===== src/rtl/lcd_timing_pkg.sv =====
// Shared constants, state type and helpers for the 480x272 RGB565 LCD timing sequencer.
package lcd_timing_pkg;

  localparam int CNT_W = 10;

  localparam int R_W = 5;
  localparam int G_W = 6;
  localparam int B_W = 5;

  localparam int DEF_H_ACTIVE = 480;
  localparam int DEF_H_FP     = 8;
  localparam int DEF_H_SYNC   = 4;
  localparam int DEF_H_BP     = 43;
  localparam int DEF_V_ACTIVE = 272;
  localparam int DEF_V_FP     = 8;
  localparam int DEF_V_SYNC   = 4;
  localparam int DEF_V_BP     = 12;

  typedef enum logic [1:0] {
    IDLE,
    RUN,
    DRAIN
  } state_t;

  function automatic int h_total(input int active, input int fp, input int sync, input int bp);
    return active + fp + sync + bp;
  endfunction

  function automatic int v_total(input int active, input int fp, input int sync, input int bp);
    return active + fp + sync + bp;
  endfunction

endpackage


===== src/rtl/lcd_timing_counter.sv =====
// Pixel-tick qualified horizontal/vertical position counters with region decode.
module lcd_timing_counter
  import lcd_timing_pkg::*;
#(
  parameter int H_ACTIVE = DEF_H_ACTIVE,
  parameter int H_FP     = DEF_H_FP,
  parameter int H_SYNC   = DEF_H_SYNC,
  parameter int H_BP     = DEF_H_BP,
  parameter int V_ACTIVE = DEF_V_ACTIVE,
  parameter int V_FP     = DEF_V_FP,
  parameter int V_SYNC   = DEF_V_SYNC,
  parameter int V_BP     = DEF_V_BP
) (
  input  logic             clk,
  input  logic             rst,
  input  logic             advance,
  output logic [CNT_W-1:0] h_cnt,
  output logic [CNT_W-1:0] v_cnt,
  output logic             active,
  output logic             hsync_act,
  output logic             vsync_act,
  output logic             frame_last
);

  localparam logic [CNT_W-1:0] H_LAST    = CNT_W'(h_total(H_ACTIVE, H_FP, H_SYNC, H_BP) - 1);
  localparam logic [CNT_W-1:0] V_LAST    = CNT_W'(v_total(V_ACTIVE, V_FP, V_SYNC, V_BP) - 1);
  localparam logic [CNT_W-1:0] H_ACT_END = CNT_W'(H_ACTIVE);
  localparam logic [CNT_W-1:0] V_ACT_END = CNT_W'(V_ACTIVE);
  localparam logic [CNT_W-1:0] HS_BEGIN  = CNT_W'(H_ACTIVE + H_FP);
  localparam logic [CNT_W-1:0] HS_END    = CNT_W'(H_ACTIVE + H_FP + H_SYNC);
  localparam logic [CNT_W-1:0] VS_BEGIN  = CNT_W'(V_ACTIVE + V_FP);
  localparam logic [CNT_W-1:0] VS_END    = CNT_W'(V_ACTIVE + V_FP + V_SYNC);

  always_ff @(posedge clk or posedge rst) begin
    if (rst) begin
      h_cnt <= '0;
      v_cnt <= '0;
    end else if (advance) begin
      if (h_cnt == H_LAST) begin
        h_cnt <= '0;
        v_cnt <= (v_cnt == V_LAST) ? '0 : v_cnt + 1'b1;
      end else begin
        h_cnt <= h_cnt + 1'b1;
      end
    end
  end

  // Region order on both axes is active, front porch, sync, back porch.
  assign active     = (h_cnt < H_ACT_END) && (v_cnt < V_ACT_END);
  assign hsync_act  = (h_cnt >= HS_BEGIN) && (h_cnt < HS_END);
  assign vsync_act  = (v_cnt >= VS_BEGIN) && (v_cnt < VS_END);
  assign frame_last = (h_cnt == H_LAST) && (v_cnt == V_LAST);

endmodule


===== src/rtl/lcd_timing_ctrl.sv =====
// LCD timing sequencer: counters (s0), pixel request stage (s1), registered panel outputs (s2).
module lcd_timing_ctrl
  import lcd_timing_pkg::*;
#(
  parameter int H_ACTIVE = DEF_H_ACTIVE,
  parameter int H_FP     = DEF_H_FP,
  parameter int H_SYNC   = DEF_H_SYNC,
  parameter int H_BP     = DEF_H_BP,
  parameter int V_ACTIVE = DEF_V_ACTIVE,
  parameter int V_FP     = DEF_V_FP,
  parameter int V_SYNC   = DEF_V_SYNC,
  parameter int V_BP     = DEF_V_BP,
  parameter bit HS_POL   = 1'b0,
  parameter bit VS_POL   = 1'b0
) (
  input  logic             clk,
  input  logic             rst,
  input  logic             pix_ce,
  input  logic             enable,
  output logic             pix_req,
  output logic [CNT_W-1:0] pix_x,
  output logic [CNT_W-1:0] pix_y,
  input  logic             pix_valid,
  input  logic [R_W-1:0]   pix_r,
  input  logic [G_W-1:0]   pix_g,
  input  logic [B_W-1:0]   pix_b,
  output logic             lcd_de,
  output logic             lcd_hsync,
  output logic             lcd_vsync,
  output logic [R_W-1:0]   lcd_r,
  output logic [G_W-1:0]   lcd_g,
  output logic [B_W-1:0]   lcd_b,
  output logic             frame_start,
  output logic             line_start,
  output logic             underflow,
  input  logic             underflow_clr
);

  state_t           state;
  logic [CNT_W-1:0] h_cnt;
  logic [CNT_W-1:0] v_cnt;
  logic             active;
  logic             hsync_act;
  logic             vsync_act;
  logic             frame_last;
  logic             go;
  logic             advance;
  logic             de_d1;
  logic             hs_d1;
  logic             vs_d1;
  logic             fs_q;
  logic             ls_q;
  logic             miss;

  // In IDLE the counters sit at 0, so an enable tick processes (0,0) immediately.
  assign go      = (state != IDLE) || enable;
  assign advance = pix_ce && go;

  lcd_timing_counter #(
    .H_ACTIVE(H_ACTIVE), .H_FP(H_FP), .H_SYNC(H_SYNC), .H_BP(H_BP),
    .V_ACTIVE(V_ACTIVE), .V_FP(V_FP), .V_SYNC(V_SYNC), .V_BP(V_BP)
  ) u_counter (
    .clk        (clk),
    .rst        (rst),
    .advance    (advance),
    .h_cnt      (h_cnt),
    .v_cnt      (v_cnt),
    .active     (active),
    .hsync_act  (hsync_act),
    .vsync_act  (vsync_act),
    .frame_last (frame_last)
  );

  always_ff @(posedge clk or posedge rst) begin
    if (rst) begin
      state   <= IDLE;
      pix_req <= 1'b0;
      pix_x   <= '0;
      pix_y   <= '0;
      de_d1   <= 1'b0;
      hs_d1   <= 1'b0;
      vs_d1   <= 1'b0;
      fs_q    <= 1'b0;
      ls_q    <= 1'b0;
    end else if (pix_ce) begin
      pix_req <= go && active;
      de_d1   <= go && active;
      hs_d1   <= go && hsync_act;
      vs_d1   <= go && vsync_act;
      fs_q    <= go && active && (h_cnt == '0) && (v_cnt == '0);
      ls_q    <= go && active && (h_cnt == '0);
      if (go && active) begin
        pix_x <= h_cnt;
        pix_y <= v_cnt;
      end
      // A frame always runs to completion; enable is only honoured at the final wrap.
      case (state)
        IDLE:    if (enable) state <= RUN;
        RUN: begin
          if (!enable) state <= frame_last ? IDLE : DRAIN;
        end
        DRAIN:   if (frame_last) state <= enable ? RUN : IDLE;
        default: state <= IDLE;
      endcase
    end
  end

  assign miss = pix_ce && pix_req && !pix_valid;

  always_ff @(posedge clk or posedge rst) begin
    if (rst) begin
      lcd_de    <= 1'b0;
      lcd_hsync <= ~HS_POL;
      lcd_vsync <= ~VS_POL;
      lcd_r     <= '0;
      lcd_g     <= '0;
      lcd_b     <= '0;
    end else if (pix_ce) begin
      lcd_de    <= de_d1;
      lcd_hsync <= hs_d1 ? HS_POL : ~HS_POL;
      lcd_vsync <= vs_d1 ? VS_POL : ~VS_POL;
      if (pix_req && pix_valid) begin
        lcd_r <= pix_r;
        lcd_g <= pix_g;
        lcd_b <= pix_b;
      end else begin
        lcd_r <= '0;
        lcd_g <= '0;
        lcd_b <= '0;
      end
    end
  end

  // Set wins over clear so a miss is never lost to a coincident clear.
  always_ff @(posedge clk or posedge rst) begin
    if (rst) begin
      underflow <= 1'b0;
    end else if (miss) begin
      underflow <= 1'b1;
    end else if (underflow_clr) begin
      underflow <= 1'b0;
    end
  end

  assign frame_start = fs_q && pix_ce;
  assign line_start  = ls_q && pix_ce;

endmodule

===== config.mk =====
export PLATFORM = sky130hd
export DESIGN_NAME = lcd_timing_ctrl
export DESIGN_NICKNAME = d
export VERILOG_FILES = /design/src/rtl/lcd_timing_pkg.sv /design/src/rtl/lcd_timing_counter.sv /design/src/rtl/lcd_timing_ctrl.sv
export SDC_FILE = /design/constraint.sdc
export NUM_CORES = 1
export LEC_CHECK = 0
export ABC_AREA = 1
export CAP_MARGIN = 10
export CORE_MARGIN = 4
export CORE_UTILIZATION = 40
export CTS_CLUSTER_SIZE = 28
export DETAILED_ROUTE_END_ITERATION = 10
export GPL_TIMING_DRIVEN = 0
export PLACE_DENSITY = 0.74
export SETUP_SLACK_MARGIN = 0.1
export SLEW_MARGIN = 20
export SYNTH_ARGS = -nofsm -noshare
export SYNTH_HDL_FRONTEND = slang
export SYNTH_HIERARCHICAL = 1
export SYNTH_SLANG_ARGS = --single-unit

===== constraint.sdc =====
create_clock -name clk -period 1.63 [get_ports clk]
set_input_delay 0.163 -clock clk [delete_from_list [all_inputs] [get_ports clk]]
set_output_delay 0.163 -clock clk [all_outputs]
set_load 0.01 [all_outputs]

======== After elaboration in Yosys (flattened, before gate mapping) ========
Index checks and enable logic that the tools add are counted.
cells by class
  add/sub/neg operators ................... 2
  multipliers ............................. 0
  divide/modulo/power cells ............... 0
  magnitude comparators ................... 6
  eq/ne operators ......................... 7
  shift operators ......................... 0
  multiplexer cells ....................... 15
  bitwise logic cells ..................... 0
  reductions and logical operators ........ 25
operators by type and width
  operator               number
  $lt 10x9->1 const B    4
  $add 10x1->10 const B  2
  $ge 10x9->1 const B    2
  $logic_not 10->1       2
  $mux 10                2
  $logic_and 1x1->1      15
  $eq 10x10->1 const B   1
  $eq 10x9->1 const B    1
  $mux 5                 2
  $mux 2                 4
  $mux 6                 1
  $ne 2x2->1 const B     3
  $pmux 2 s3             1
  $mux 1                 5
  $reduce_and 2->1       2
  $reduce_and 4->1       1
  $reduce_bool 2->1      2
  $eq 2x1->1 const B     1
  $eq 2x2->1 const B     1
  $logic_not 2->1        1
  $logic_not 1->1        1
  $logic_or 1x1->1       1
word-level totals
  register bits after elaboration ......... 67
  bits in latches ......................... 0
  bits in writable memories ............... 0
  ROM bits ................................ 0
  bits of input ports ..................... 22
  output and inout port bits .............. 43
  word-level logic and storage cells ...... 72
  memories kept ........................... 0

======== Longest topological paths before layout ========
Gate-level depths: netlist of the first run.
  depth after elaboration ................. 5
  mapped depth ............................ 12

======== Cells and area by module ========
Netlist of the first run, hierarchy kept.
by module, submodules not included
  module              times used  cells an instance  area each (µm²)  sequential area each (µm²)
  lcd_timing_ctrl     1           234                1,991.9          1,178.6
  lcd_timing_counter  1           190                1,331.3          500.5

======== Worst setup path before layout of the first run ========
Ideal clock, no wire load.
  path type ............................... register -> register
  from .................................... reg u_counter.v_cnt[0]
  to ...................................... reg state[1]
  library setup time ...................... 0.126 ns
  arrival time ............................ 1.552 ns
  slack ................................... -0.048 ns
  stages on the path, launching flop included .. 12
  buffers on the path ..................... 0
  period minus slack after synthesis ...... 1.678 ns
  path through ............................ dfrtp_1 -> ha_1 -> nand2_1 -> inv_1 -> nand2_1 -> nor2_2 -> inv_1 -> nor3_1 -> nand3b_1 -> nand2_1 -> nor2_1 -> o21ai_0
on the way
  longest elaborated chain between the ends .. 5
ends and longest elaborated chain
  what                    RTL line                  text
  from (decl)             lcd_timing_counter.sv:18  output logic [CNT_W-1:0] v_cnt,
  from (signal assigned)  lcd_timing_counter.sv:41  v_cnt <= (v_cnt == V_LAST) ? '0 : v_cnt + 1'b1;
  $eq 10x9->1 *           lcd_timing_counter.sv:52  assign frame_last = (h_cnt == H_LAST) && (v_cnt == V_LAST);
  $logic_and 1x1->1 *     lcd_timing_counter.sv:52
  net frame_last          lcd_timing_ctrl.sv:45     logic frame_last;
  $mux 2 (2 in a row)     lcd_timing_ctrl.sv:100    if (!enable) state <= frame_last ? IDLE : DRAIN;
  $pmux 2 s3              lcd_timing_ctrl.sv:97     case (state)
  to (signal assigned)    lcd_timing_ctrl.sv:100
  to (signal assigned)    lcd_timing_ctrl.sv:102    DRAIN: if (frame_last) state <= enable ? RUN : IDLE;
  to (decl)               lcd_timing_ctrl.sv:39     state_t state;
The timed path passes the listed nets; every way through them passes the cells marked *. The select of a mux whose other input is x is not followed.
A chain may end at the register's enable or synchronous reset.

======== Worst setup path after layout of the first run ========
  from .................................... reg u_counter.v_cnt[0]
  to ...................................... reg state[0]
on the way
  longest elaborated chain between the ends .. 4
ends and longest elaborated chain
  what                        RTL line
  $eq 10x9->1                 lcd_timing_counter.sv:52
  $logic_and 1x1->1           lcd_timing_counter.sv:52
  net frame_last              lcd_timing_ctrl.sv:45
  $ne 2x2->1 (no line)        --
  $reduce_and 4->1 (no line)  --
The timed path passes the listed nets, and every way through them passes these cells.

==> key figures, run 1 <==
Status
  – Status: finished with violations
  – Failing checks: setup timing

Layout
  – Most frequent cells in the layout: nand2_1 (174), clkdlybuf4s50_1 (58), dfrtp_1 (52), buf_4 (33), inv_1 (32)
  – Syn-to-layout area delta: 41.5%
  – Layout Cells excl Fill: 640
  – Fraction of layout cells with a size suffix above 1: 0.229
  – Post-layout net count: 558
  – Diode count: 0
  – Commonest non-fill, non-tap cell in the layout: nand2_1
  – Fin area: 4700 um2

Clocking
  – Hold_buf cts: 0
  – Clock tree root driver cell: clkbuf_8
  – CTS tree: built
  – Worst-path clk slew: 0.09 ns
  – Clock buffer depth: 2
  – Num CTS Buffers: 9
  – Clock latency on the worst-skew pair: 0.36 ns
  – CTS H-Tree Depth: 3
  – # clock sinks: 67

Logic synthesis
  – Synth top area cells: dfrtp_1 (49%), nand2_1 (20%), nor2_1 (4.4%), inv_1 (4.2%), nand3_1 (2.4%)
  – Flops & latches, synth: 67
  – Sequential share of the synthesized area: 0.505
  – Ys Warns: 6
  – Post-Synthesis Cell Area: 3320 um2
  – Number of enable flip-flop cells after synthesis: 0
  – Async SR Flop Fraction: 1.00
  – Cells after synthesis: 424
  – Dominant synthesized flop cell: dfrtp_1
  – Syn_area_per_cell: 7.84 um2
  – Syn Nets: 449
  – Cell taking the most area after synthesis: dfrtp_1
  – Library cells used by synthesis: 33
  – Share of the synthesized area in the top cell type: 0.489

Critical path
  – CP cell instances: ha_4, nand2_4, inv_4, nand2_4, nor2_4, inv_2, nor3_4, nand3b_1, nand2_1, o21ai_1, nand2_1
  – Slowest-stage cell, CP: dfrtp_2
  – Crit-path max FO: 3
  – Critical path buffers and inverters: 2
  – CP startpoint kind: register
  – Worst setup path class: register to register
  – Crit. End Element: register
  – Crit-path max cell delay: 0.40 ns
  – Data required, critical path: 1.87 ns
  – Delay-heaviest family, CP: simple AND/OR/NAND/NOR gates
  – CP Data Arrival Time: 1.88 ns

GRT
  – GRT Util Overall: 0.179
  – Number of global-route vias before repair: 3050
  – First-pass GRT wire length: 14200 um
  – Largest net degree at the start of global routing: 34
  – Initial antenna violation count: 0
  – Gr ovfl total: 0

Timing
  – Max_slew headroom: 0.455
  – Final setup fails: 2
  – Least-Margin Pin Slew: 0.816 ns
  – RSZ-0062 raised after global routing: yes
  – Fin crit period: 1.65 ns
  – Fmax achieved: 608 MHz
  – Final Worst Setup Slack: -0.0155 ns
  – Slew Viols, Final: 0
  – Final TNS setup: -0.0300 ns
  – Endpoints failing hold: 0
  – Skew final: 0.0132 ns
  – Final Cycle Share: 1.01

Detailed routing
  – Drt first pass iters: 5
  – Wirelength, routed: 9030 um
  – Routed Antenna Nets: 0
  – DR iter-0 viols: 228
  – Vias per inst: 4.96
  – Vias: 3176
  – Drt drc: 0
  – Wire per inst: 14.1 um

Pwr
  – VDD IR max: 0.389 mV
  – Reg power frac: 0.437
  – Lkg Pwr: 2.38 nW
  – Net switching power: 0.00177 W
  – Pwr Density: 1070 nW/um2
  – Clock power frac: 0.279
  – Final Power: 0.00505 W
  – Sw Share: 0.351
  – Comb pwr share: 0.284
  – Int Power: 0.00328 W

Floorplanning
  – Core Box Area: 7890 um2
  – Die height: 99.2 um
  – Die area: 9830 um2
  – Die W: 99.2 um
  – Num rows: 32
  – Starting Density: 0.421
  – IO Pins: 65

Place
  – DP Cell Count: 590
  – Dpl hpwl: 5890 um
  – Placed Instance Area: 4120 um2
  – Final GP Congestion: 0.900
  – Setup slack at placement: -0.381 ns
  – Input/output buffers: 63

Flow run
  – Max cap viols: 0

Worst hold path
  – Worst min-delay path category: primary input to asynchronous set/reset pin
-- power groups by stage --
stage | Sequential, W | Combinational [W] | Clock, W
6_report | 0.00221 | 0.00143 | 0.00141
5_1_grt | 0.00225 | 0.00158 | 0.00150
4_1_cts | 0.00221 | 0.00136 | 0.00143
3_5_place_dp | 0.00224 | 0.00126 | 0
3_3_place_gp | 0.00223 | 0.00122 | 0
2_1_floorplan | 0.00223 | 0.000700 | 0
-- cell usage after synthesis, types with 5 or more instances --
cell type,instances
buf_6,5
o21ai_0,16
nor2_2,5
o21ai_1,15
nand3_1,16
nand4_1,6
inv_1,37
inv_2,5
dfrtp_1,65
nand2_1,178
nor2_1,39
buf_2,5
-- final cells by class --
type	instances	area, um2
Clock inverter	7	73.8
Multi-Input combinational cell	303	1500
Fill cell	663	3190
Tap cell	102	128
Clock buffer	9	124
Timing Repair Buffer	98	911
Buffer	11	100
Inverter	43	169
Sequential cell	67	1700
-- what timing repair did --
item | in CTS | in global routing
pin swaps | 11 | 22
setup endpoints to repair | 40 | 39
buffers inserted | 15 | 19
resized for setup | 24 | 29
-- per-stage QoR --
step	utilization	hold WS [ns]
2_1_floorplan	-	0.127
3_3_place_gp	0.519	0.403
3_5_place_dp	0.522	0.414
4_1_cts	0.568	0.119
5_1_grt	0.596	0.127
6_report	0.596	0.119
-- sequential cells by signal, summed over array words and instances (netlist names) --
signal,cells
underflow,1
de_d1,1
state,2
lcd_g,6
u_counter/h_cnt,10
lcd_de,1
vs_d1,1
lcd_hsync,1
fs_q,1
lcd_vsync,1
u_counter/v_cnt,10
ls_q,1
lcd_r,5
pix_x,10
hs_d1,1
lcd_b,5
pix_y,10
-- kinds of logic (layout without fill, tap and decap cells) --
kind of cell,count (synthesis),after routing,share of synthesized area
buffers and inverters,54,168,0.0761
adder cells (fa/ha/maj),3,3,0.0113
AO/OA/AOI/OAI,35,35,0.0546
AND/OR/NAND/NOR,261,261,0.342
XOR/XNOR,4,4,0.0105
flip-flops,67,67,0.505
-- layer usage --
layer  vias to the layer above  track usage  wire length, um
li1                       1538            -                -
met1                      1475        0.227             3880
met2                       136        0.299             4270
met3                        27       0.0463              633
met4                         0       0.0609              249
met5                         -            0                0
-- path summary, 6_finish.rpt --
kind | slack (ns) | depth (start not counted) | to | startpoint
worst max-delay path | -0.02 | 11 | state[0] | u_counter/v_cnt[0]
worst min-delay path | 0.12 | 2 | underflow | rst
worst max register to register | -0.02 | 11 | state[0] | u_counter/v_cnt[0]
worst min register to register | 0.42 | 1 | lcd_vsync | vs_d1
max in group asynchronous | 0.75 | 2 | u_counter/h_cnt[7] | rst
min in group clk | 0.12 | 3 | lcd_r[1] | pix_valid
Power figures use the tool's default switching activity.
==> run 2, diff against run 1 <==
--- a/config.mk
+++ b/config.mk
@@ -9,8 +9,9 @@
 export CAP_MARGIN = 10
 export CORE_MARGIN = 4
 export CORE_UTILIZATION = 40
-export CTS_CLUSTER_SIZE = 28
+export CTS_CLUSTER_SIZE = 8
 export DETAILED_ROUTE_END_ITERATION = 10
+export GPL_ROUTABILITY_DRIVEN = 1
 export GPL_TIMING_DRIVEN = 0
 export PLACE_DENSITY = 0.74
 export SETUP_SLACK_MARGIN = 0.1
==> constraint.sdc (replaced) <==
create_clock -name clk -period 1.4 [get_ports clk]
set_input_delay 0.14 -clock clk [delete_from_list [all_inputs] [get_ports clk]]
set_output_delay 0.14 -clock clk [all_outputs]
set_load 0.01 [all_outputs]
==> run 2 against run 1 <==
The run still ends with setup timing left. Total power up 32%. Clock-buffer cell count unchanged. Non-clock buffer count up 27. Critical path type unchanged.
==> key figures, run 2 (synthesized netlist as in run 1, its figures left out) <==
Place
  – Input/output buffers: 63 (unchanged)
  – DP Cell Count: 590 (unchanged)
  – Dpl hpwl: 5790 um (-1.7%)
  – Final GP Congestion: 0.857 (-4.8%)

Critical path
  – CP startpoint kind: register
  – CP Data Arrival Time: 1.97 ns (+0.09 ns)
  – Worst setup path class: register to register
  – Critical path buffers and inverters: 4 (+2)
  – Crit-path max cell delay: 0.43 ns (+0.03 ns)
  – CP cell instances: nor2_4, nand2_2, o21ai_1, nand4_1, inv_1, inv_2, nor2_8, buf_6, buf_8, nand2_1, nand2_1
  – Most used cell, CP: nand2_1
  – Data required, critical path: 1.68 ns (-0.19 ns)
  – FF-to-FF Start: u_counter/v_cnt[6]
  – Crit. End Element: register
  – Crit-path max FO: 5 (+2)
  – Delay-heaviest family, CP: simple AND/OR/NAND/NOR gates
  – Slowest-stage cell, CP: dfrtp_2
  – Cells on worst reg2reg path: 11 (unchanged)
  – Reg2Reg Setup Slack: -0.29 ns (-0.27 ns)
  – RR Endpoint: pix_y[2]

Detailed routing
  – Drt first pass iters: 5 (unchanged)
  – Routed Antenna Nets: 0 (unchanged)
  – Wire per inst: 17.1 um (+22%)
  – DR iter-0 viols: 332 (+46%)
  – Vias: 3533 (+11%)
  – Wirelength, routed: 11400 um (+27%)
  – Drt drc: 0 (unchanged)
  – Vias per inst: 5.30 (+6.7%)

GRT
  – Initial antenna violation count: 0 (unchanged)
  – First-pass GRT wire length: 16300 um (+15%)
  – Largest net degree at the start of global routing: 37 (+8.8%)
  – Number of global-route vias before repair: 3375 (+11%)
  – Gr ovfl total: 0 (unchanged)
  – GRT Util Overall: 0.207 (+0.0278)

Clocking
  – Clock buffer depth: 2 (unchanged)
  – Num CTS Buffers: 9 (unchanged)
  – Worst-path clk slew: 0.08 ns (about the same)
  – CTS tree: built
  – Clock latency on the worst-skew pair: 0.35 ns (about the same)
  – # clock sinks: 67 (unchanged)
  – Clock tree root driver cell: clkbuf_8
  – CTS H-Tree Depth: 3 (unchanged)
  – Hold_buf cts: 0 (unchanged)

Pwr
  – Comb pwr share: 0.317 (+0.033)
  – Sw Share: 0.351 (-0.000395)
  – Reg power frac: 0.388 (-0.049)
  – Pwr Density: 1290 nW/um2 (+20%)
  – Lkg Pwr: 2.76 nW (+16%)
  – Net switching power: 0.00234 W (+32%)
  – VDD IR max: 0.564 mV (+45%)
  – Int Power: 0.00433 W (+32%)
  – Clock power frac: 0.295 (+0.016)

Floorplanning
  – IO Pins: 65 (unchanged)
  – Die area: 9830 um2 (unchanged)
  – Die W: 99.2 um (unchanged)
  – Starting Density: 0.421 (unchanged)
  – Num rows: 32 (unchanged)
  – Die height: 99.2 um (unchanged)
  – Core Box Area: 7890 um2 (unchanged)

Worst hold path
  – Worst min-delay path category: primary input to asynchronous set/reset pin

Layout
  – Fraction of layout cells with a size suffix above 1: 0.333 (+0.104)
  – Layout Cells excl Fill: 667 (+4.2%)
  – Post-layout util: 0.658 (+0.0617)
  – Diode count: 0 (unchanged)
  – Post-layout net count: 585 (+4.8%)
  – Multi-input gate area: 1650 um2 (+10%)
  – Most frequent cells in the layout: nand2_1 (150), dfrtp_1 (47), dlygate4sd2_1 (42), buf_4 (42), nor2_1 (31)
  – Commonest non-fill, non-tap cell in the layout: nand2_1
  – Reg area: 1700 um2 (+0.37%)
  – Syn-to-layout area delta: 56.1%
  – Fill cell count: 573 (-14%)

Timing
  – Fmax achieved: 593 MHz (-2.5%)
  – Skew final: 0.00542 ns (-0.00782 ns)
  – Final setup fails: 43 (+41)
  – Fin crit period: 1.69 ns (+0.0416 ns)
  – Final Cycle Share: 1.21 (+0.196)
  – Slew Viols, Final: 0 (unchanged)
  – Final Worst Setup Slack: -0.287 ns (-0.272 ns)
  – Least-Margin Pin Slew: 0.879 ns (+0.0633 ns)
  – Max_slew headroom: 0.413 (-0.0423)
  – RSZ-0062 raised after global routing: yes
  – Endpoints failing hold: 0 (unchanged)

Status
  – Failing checks: setup timing
  – Status: finished with violations

Flow run
  – Max cap viols: 0 (unchanged)
-- run 2: what timing repair did --
| item | CTS | global route |
|---|---|---|
| setup endpoints to repair | 88 | 48 |
| setup buffers | 34 | 22 |
| resized for setup | 115 | 43 |
| gates cloned | 3 | 2 |
| hold endpoints to repair | 0 | 0 |
| pin swaps | 18 | 28 |
-- run 2: worst max-delay path by stage --
stage                  startpoint                 end  slack [ns]  cells after the start
2_1_floorplan  u_counter/v_cnt[0]            state[1]       -0.20                     11
3_3_place_gp                  rst            pix_x[0]       -0.82                      2
3_5_place_dp               pix_ce  u_counter/h_cnt[5]       -0.57                     10
4_1_cts        u_counter/v_cnt[0]            state[0]       -0.24                     11
5_1_grt        u_counter/v_cnt[6]            pix_y[2]       -0.35                     11
6_report       u_counter/v_cnt[6]            pix_y[2]       -0.29                     11
-- run 2: power by group through the flow --
stage                     registers (W)  logic, W  clock network [W]
after global routing            0.00262   0.00225            0.00206
after floorplan                 0.00261  0.000831                  0
after global placement          0.00262   0.00142                  0
after detailed placement        0.00263   0.00147                  0
after CTS                       0.00256   0.00174            0.00197
final                           0.00259   0.00212            0.00197
-- run 2: layer usage --
layer  wire [um]  vias up  global-route usage  share of wire
met5           0        -                   0              0
met4         657        0               0.120          0.057
met3         961       60              0.0442          0.084
met2        5450      228               0.346           0.48
met1        4370     1659               0.246           0.38
li1            -     1586                   -              -
-- run 2: final cells by class --
type                    instances  share of cell area
inverters                      43              0.0330
repair buffers                125               0.229
multi-input cells             303               0.318
plain buffers                  11              0.0207
flip-flops and latches         67               0.328
clock inverters                 7              0.0224
well taps                     102              0.0246
clock buffers                   9              0.0239
-- run 2: per-stage QoR --
stage | setup TNS (ns) | cell area, um2 | worst slack (ns) | hold slack, ns | total power [W]
global placement | -48.19 | 4120 | -0.823 | 0.401 | 0.00404
global route | -10.59 | 5190 | -0.348 | 0.113 | 0.00694
detailed placement | -11.87 | 4140 | -0.574 | 0.410 | 0.00410
CTS | -5.08 | 4840 | -0.245 | 0.0939 | 0.00626
floorplan | -1.17 | 3360 | -0.196 | 0.104 | 0.00344
finish | -8.20 | 5190 | -0.287 | 0.0905 | 0.00668
-- run 2: worst register-to-register path, delay by kind of cell (launching register included) --
family / cells / cell delay (ns)
DFF: 1 / 0.43
AOI/OAI and AO/OA: 1 / 0.15
and+or+nand+nor: 6 / 0.62
buffers and inverters: 4 / 0.44
==> RTL change 1, RTL diff (flow settings as in run 1) <==
Set the parameter `VS_POL` to 1'b1 (it was 1'b0).
--- a/src/rtl/lcd_timing_ctrl.sv
+++ b/src/rtl/lcd_timing_ctrl.sv
@@ -11,7 +11,7 @@
   parameter int V_SYNC   = DEF_V_SYNC,
   parameter int V_BP     = DEF_V_BP,
   parameter bit HS_POL   = 1'b0,
-  parameter bit VS_POL   = 1'b0
+  parameter bit VS_POL   = 1'b1
 ) (
   input  logic             clk,
   input  logic             rst,
Function: changed (Yosys sat finds a counterexample within 4 cycles, from zero or initial values and one cycle with rst high).
==> RTL change 1 against run 1 <==
  * The run still ends with negative setup slack left
  * First-iteration DRC count grew 4.4%
  * Final area rose by 0.69%
  * Sequential cell count did not move
  * Synthesized cell count increased by 0.24%
  * Worst hold slack got worse by 0.012 ns
  * Routed wire length up 4.2%
  * Area after synthesis shrank 1.1%
  * Non-clock buffer count unchanged
  * Setup slack got worse by 0.022 ns
  * Fmax down 1.3%
  * Critical path depth fell by 3
  * Total power rose by 4.7%
  * Critical endpoint is now u_counter/h_cnt[0]
  * Largest power group unchanged
==> RTL change 1: results (changes against run 1) <==
Place
  • Detail Placement HPWL: 5.90 mm (+0.20%)
  • Setup slack at placement: -0.441 ns (-0.0608 ns)
  • DP Cell Count: 591 (+0.17%)
  • Routability cong.: 0.909 (+1.1%)

Run status
  • Failing checks: negative setup slack
  • Status: finished, violations left

GRT
  • Global Route Usage Sum: 0.187 (+0.00800)
  • Maximum number of pins on one net before global-route repair: 37 (+8.8%)
  • First-pass GRT wire length: 14.6 mm (+2.4%)

Logic synthesis
  • Most area-consuming cells after synthesis: dfrtp_1 50%, nand2_1 21%, inv_1 4.6%
  • Complex-gate fraction of the synthesized area: 0.0537 (-0.000940)
  • Synth Area in Adders: 0.0114 (+0.000120)
  • XOR/XNOR share of the synthesized area: 0.0107 (+0.000112)
  • Synthesized Nets: 450 (+0.22%)

STA
  • Worst Skew: 0.0140 ns (+0.000743 ns)
  • PnR worst setup slack: -0.0370 ns (-0.0215 ns)
  • Setup violators final: 1 (-1)
  • Worst Tran Pin Value: 0.855 ns (+0.0393 ns)

Routing
  • 1st-iter DRT viols: 238 (+4.4%)
  • Via Count: 3227 (+1.6%)
  • Final WL: 9.41 mm (+4.2%)
  • Drt pass-1 iters: 6 (+1)

Final layout
  • Share of cells above drive strength 1: 0.217 (-0.0116)
  • Layout Cells excl Fill: 641 (+0.16%)
  • Fin nets: 559 (+0.18%)

Worst setup path
  • Critical Path Slowest Stage Cell: dfrtp_1
  • Cell family with most CP delay: compound AO/OA/AOI/OAI gates

Power and ir drop
  • Internal: 3.51 mW (+7.0%)
-- RTL change 1: repair_timing --
| action | in CTS | in global routing |
|---|---|---|
| setup endpoints to repair | 41 | 41 |
| gates cloned | 0 | 2 |
| pin swaps | 12 | 14 |
| resized for setup | 26 | 28 |
| setup buffers | 19 | 13 |
-- RTL change 1: metal layers --
layer / global-route usage / share of wire
met1: 0.228 / 0.42
met2: 0.314 / 0.48
met3: 0.0368 / 0.066
met4: 0.0977 / 0.034
met5: 0 / 0
-- RTL change 1: worst register-to-register path, delay by kind of cell, from the launching register on --
family,cells,cell delay (ns)
flops,1,0.41
fa+ha+maj,1,0.14
simple gates,2,0.22
buf+inv,3,0.29
compound gates,2,0.45
-- RTL change 1: power by group through the flow --
stage               clock network, mW  registers, mW  logic [mW]
detailed placement                  0           2.23        1.23
floorplan                           0           2.23       0.669
finish                           1.58           2.20        1.51
CTS                              1.60           2.20        1.33
global placement                    0           2.22        1.19
global route                     1.68           2.24        1.66
-- RTL change 1: final timing paths --
| check | from | end | slack (ns) | cells after the start |
|---|---|---|---|---|
| min in group clk | pix_valid | lcd_g[5] | 0.13 | 3 |
| hold / removal | rst | pix_x[7] | 0.11 | 2 |
| max in group asynchronous | rst | u_counter/h_cnt[6] | 0.70 | 2 |
| hold reg to reg | hs_d1 | lcd_hsync | 0.45 | 1 |
| setup reg to reg | u_counter/h_cnt[0] | u_counter/h_cnt[0] | -0.04 | 8 |
| setup / recovery | u_counter/h_cnt[0] | u_counter/h_cnt[0] | -0.04 | 8 |
-- RTL change 1: area by class of cell --
class,count,area (sq um)
inverter,43,164
buffer,11,90.1
clock buffer,10,138
tap,102,128
multi-input combinational,304,1480
clock inverter,6,87.6
sequential,67,1690
timing repair buffer,98,951
fill,662,3110
==> RTL change 2, RTL diff (config.mk and constraints of run 1) <==
Without the edit above. The 3 states of `state_t` get a one-hot encoding in 3 bits.
--- a/src/rtl/lcd_timing_pkg.sv
+++ b/src/rtl/lcd_timing_pkg.sv
@@ -16,10 +16,10 @@
   localparam int DEF_V_SYNC   = 4;
   localparam int DEF_V_BP     = 12;
 
-  typedef enum logic [1:0] {
-    IDLE,
-    RUN,
-    DRAIN
+  typedef enum logic [2:0] {
+    IDLE  = 3'b001,
+    RUN   = 3'b010,
+    DRAIN = 3'b100
   } state_t;
 
   function automatic int h_total(input int active, input int fp, input int sync, input int bp);
Formal check against the unedited RTL: same outputs for any inputs over 10 cycles, from zero or initial values and one cycle with rst high; not proved beyond that.
==> RTL change 2 against run 1 <==
  * The flow still finishes with violations (negative setup slack)
  * Final area increased by 13%
  * Setup slack worse by 0.15 ns
  * Sequential cell count increased by 1
  * Routed wire length is 28% higher
  * Area after synthesis increased by 2.1%
  * Worst hold slack improved by 0.0066 ns
  * Non-clock buffer count is 20 higher
  * Total power grew 19%
  * Critical path type unchanged
  * Largest power group is now combinational cells
  * Highest routed layer unchanged
==> RTL change 2: results (changes against run 1) <==
GRT
  • First-pass GRT wire length: 15.3 mm (+7.7%)

Routing
  • Via Count: 3602 (+13%)
  • Drt pass-1 iters: 6 (+1)

Power and ir drop
  • Peak supply drop: 437 uV (+12%)
  • Seq. pwr: 2.30 mW (+4%)

Logic synthesis
  • Post-synth cell types: 32 (-3.0%)
  • Complex-gate fraction of the synthesized area: 0.0557 (+0.00111)
  • Synthesized Nets: 467 (+4.0%)
  • XOR/XNOR share of the synthesized area: 0.0103 (-0.000214)
  • Sequential area share after synthesis: 0.503 (-0.00250)
  • Most area-consuming cells after synthesis: dfrtp_1 48%, nand2_1 21%, inv_1 4.8%
  • Synth Area in Adders: 0.0111 (-0.000229)

Worst setup path
  • Worst-case reg-to-reg path depth: 12 (+1)
  • Arrival time worst endpoint: 2.08 ns (+0.20 ns)
  • CP max FO: 7 (+4)
  • RR Startpoint: u_counter/v_cnt[7]
  • Reg2Reg Capture Point: pix_x[2]
  • CP peak stage delay: 0.43 ns (+0.03 ns)

STA
  • PnR worst setup slack: -0.170 ns (-0.154 ns)
  • Setup violators final: 25 (+23)
  • Setup tns final: -2.85 ns (-2.82 ns)
  • Slew headroom: 0.436 (-0.0192)

Final layout
  • Share of cells above drive strength 1: 0.336 (+0.107)
  • Fin nets: 598 (+7.2%)
  • Fill cells: 591 (-11%)

Run status
  • Failing checks: negative setup slack
  • Status: finished, violations left

Place
  • Detail Placement HPWL: 5.95 mm (+0.99%)
  • Routability cong.: 0.891 (-0.91%)
## RTL change 2: cell types whose count changed in the layout (fill, tap and decap cells not counted), moves of 8 or more
cell	before	now
o21ai_0	13	23
nand2_1	174	138
nand2_4	4	13
nand2_2	5	38
o21ai_1	18	6
buf_4	33	42
inv_2	8	16
## RTL change 2: through the flow
step | instance area, sq um | instances | setup slack [ns] | hold WS [ns]
6_report | 5290 | 683 | -0.170 | 0.126
5_1_grt | 5290 | 683 | -0.188 | 0.141
4_1_cts | 4800 | 662 | -0.0640 | 0.127
3_5_place_dp | 4210 | 611 | -0.562 | 0.423
3_3_place_gp | 4190 | 610 | -0.650 | 0.413
2_1_floorplan | 3420 | 442 | -0.0274 | 0.127
## RTL change 2: cell type report
type                            instances  share of cell area
Sequential cell                        68               0.326
Timing Repair Buffer                  120               0.224
Inverter                               48              0.0355
Buffer                                  9              0.0154
Clock buffer                           14              0.0288
Tap cell                              105              0.0248
Clock inverter                          2             0.00662
Multi-Input combinational cell        317               0.339
## RTL change 2: routing by layer
| layer | up-vias | track usage | wire length (um) |
|---|---|---|---|
| met3 | 66 | 0.0473 | 985 |
| met1 | 1677 | 0.237 | 4310 |
| met2 | 225 | 0.321 | 5640 |
| li1 | 1634 | - | - |
| met5 | - | 0 | 0 |
| met4 | 0 | 0.0984 | 612 |
## RTL change 2: cell families after synthesis
kind of cell / count (synthesis)
DFF: 68
adders and majority gates: 3
and+or+nand+nor: 273
xor gates and xnor gates: 4
buffers and inverters: 58
AOI/OAI and AO/OA: 36
## RTL change 2: repair_timing
action	4_1_cts	5_1_grt
gates resized for setup	50	99
endpoints found under the setup margin	44	45
hold buffers	0	0
pin swaps	21	40
cloned	2	3
setup buffers	33	19
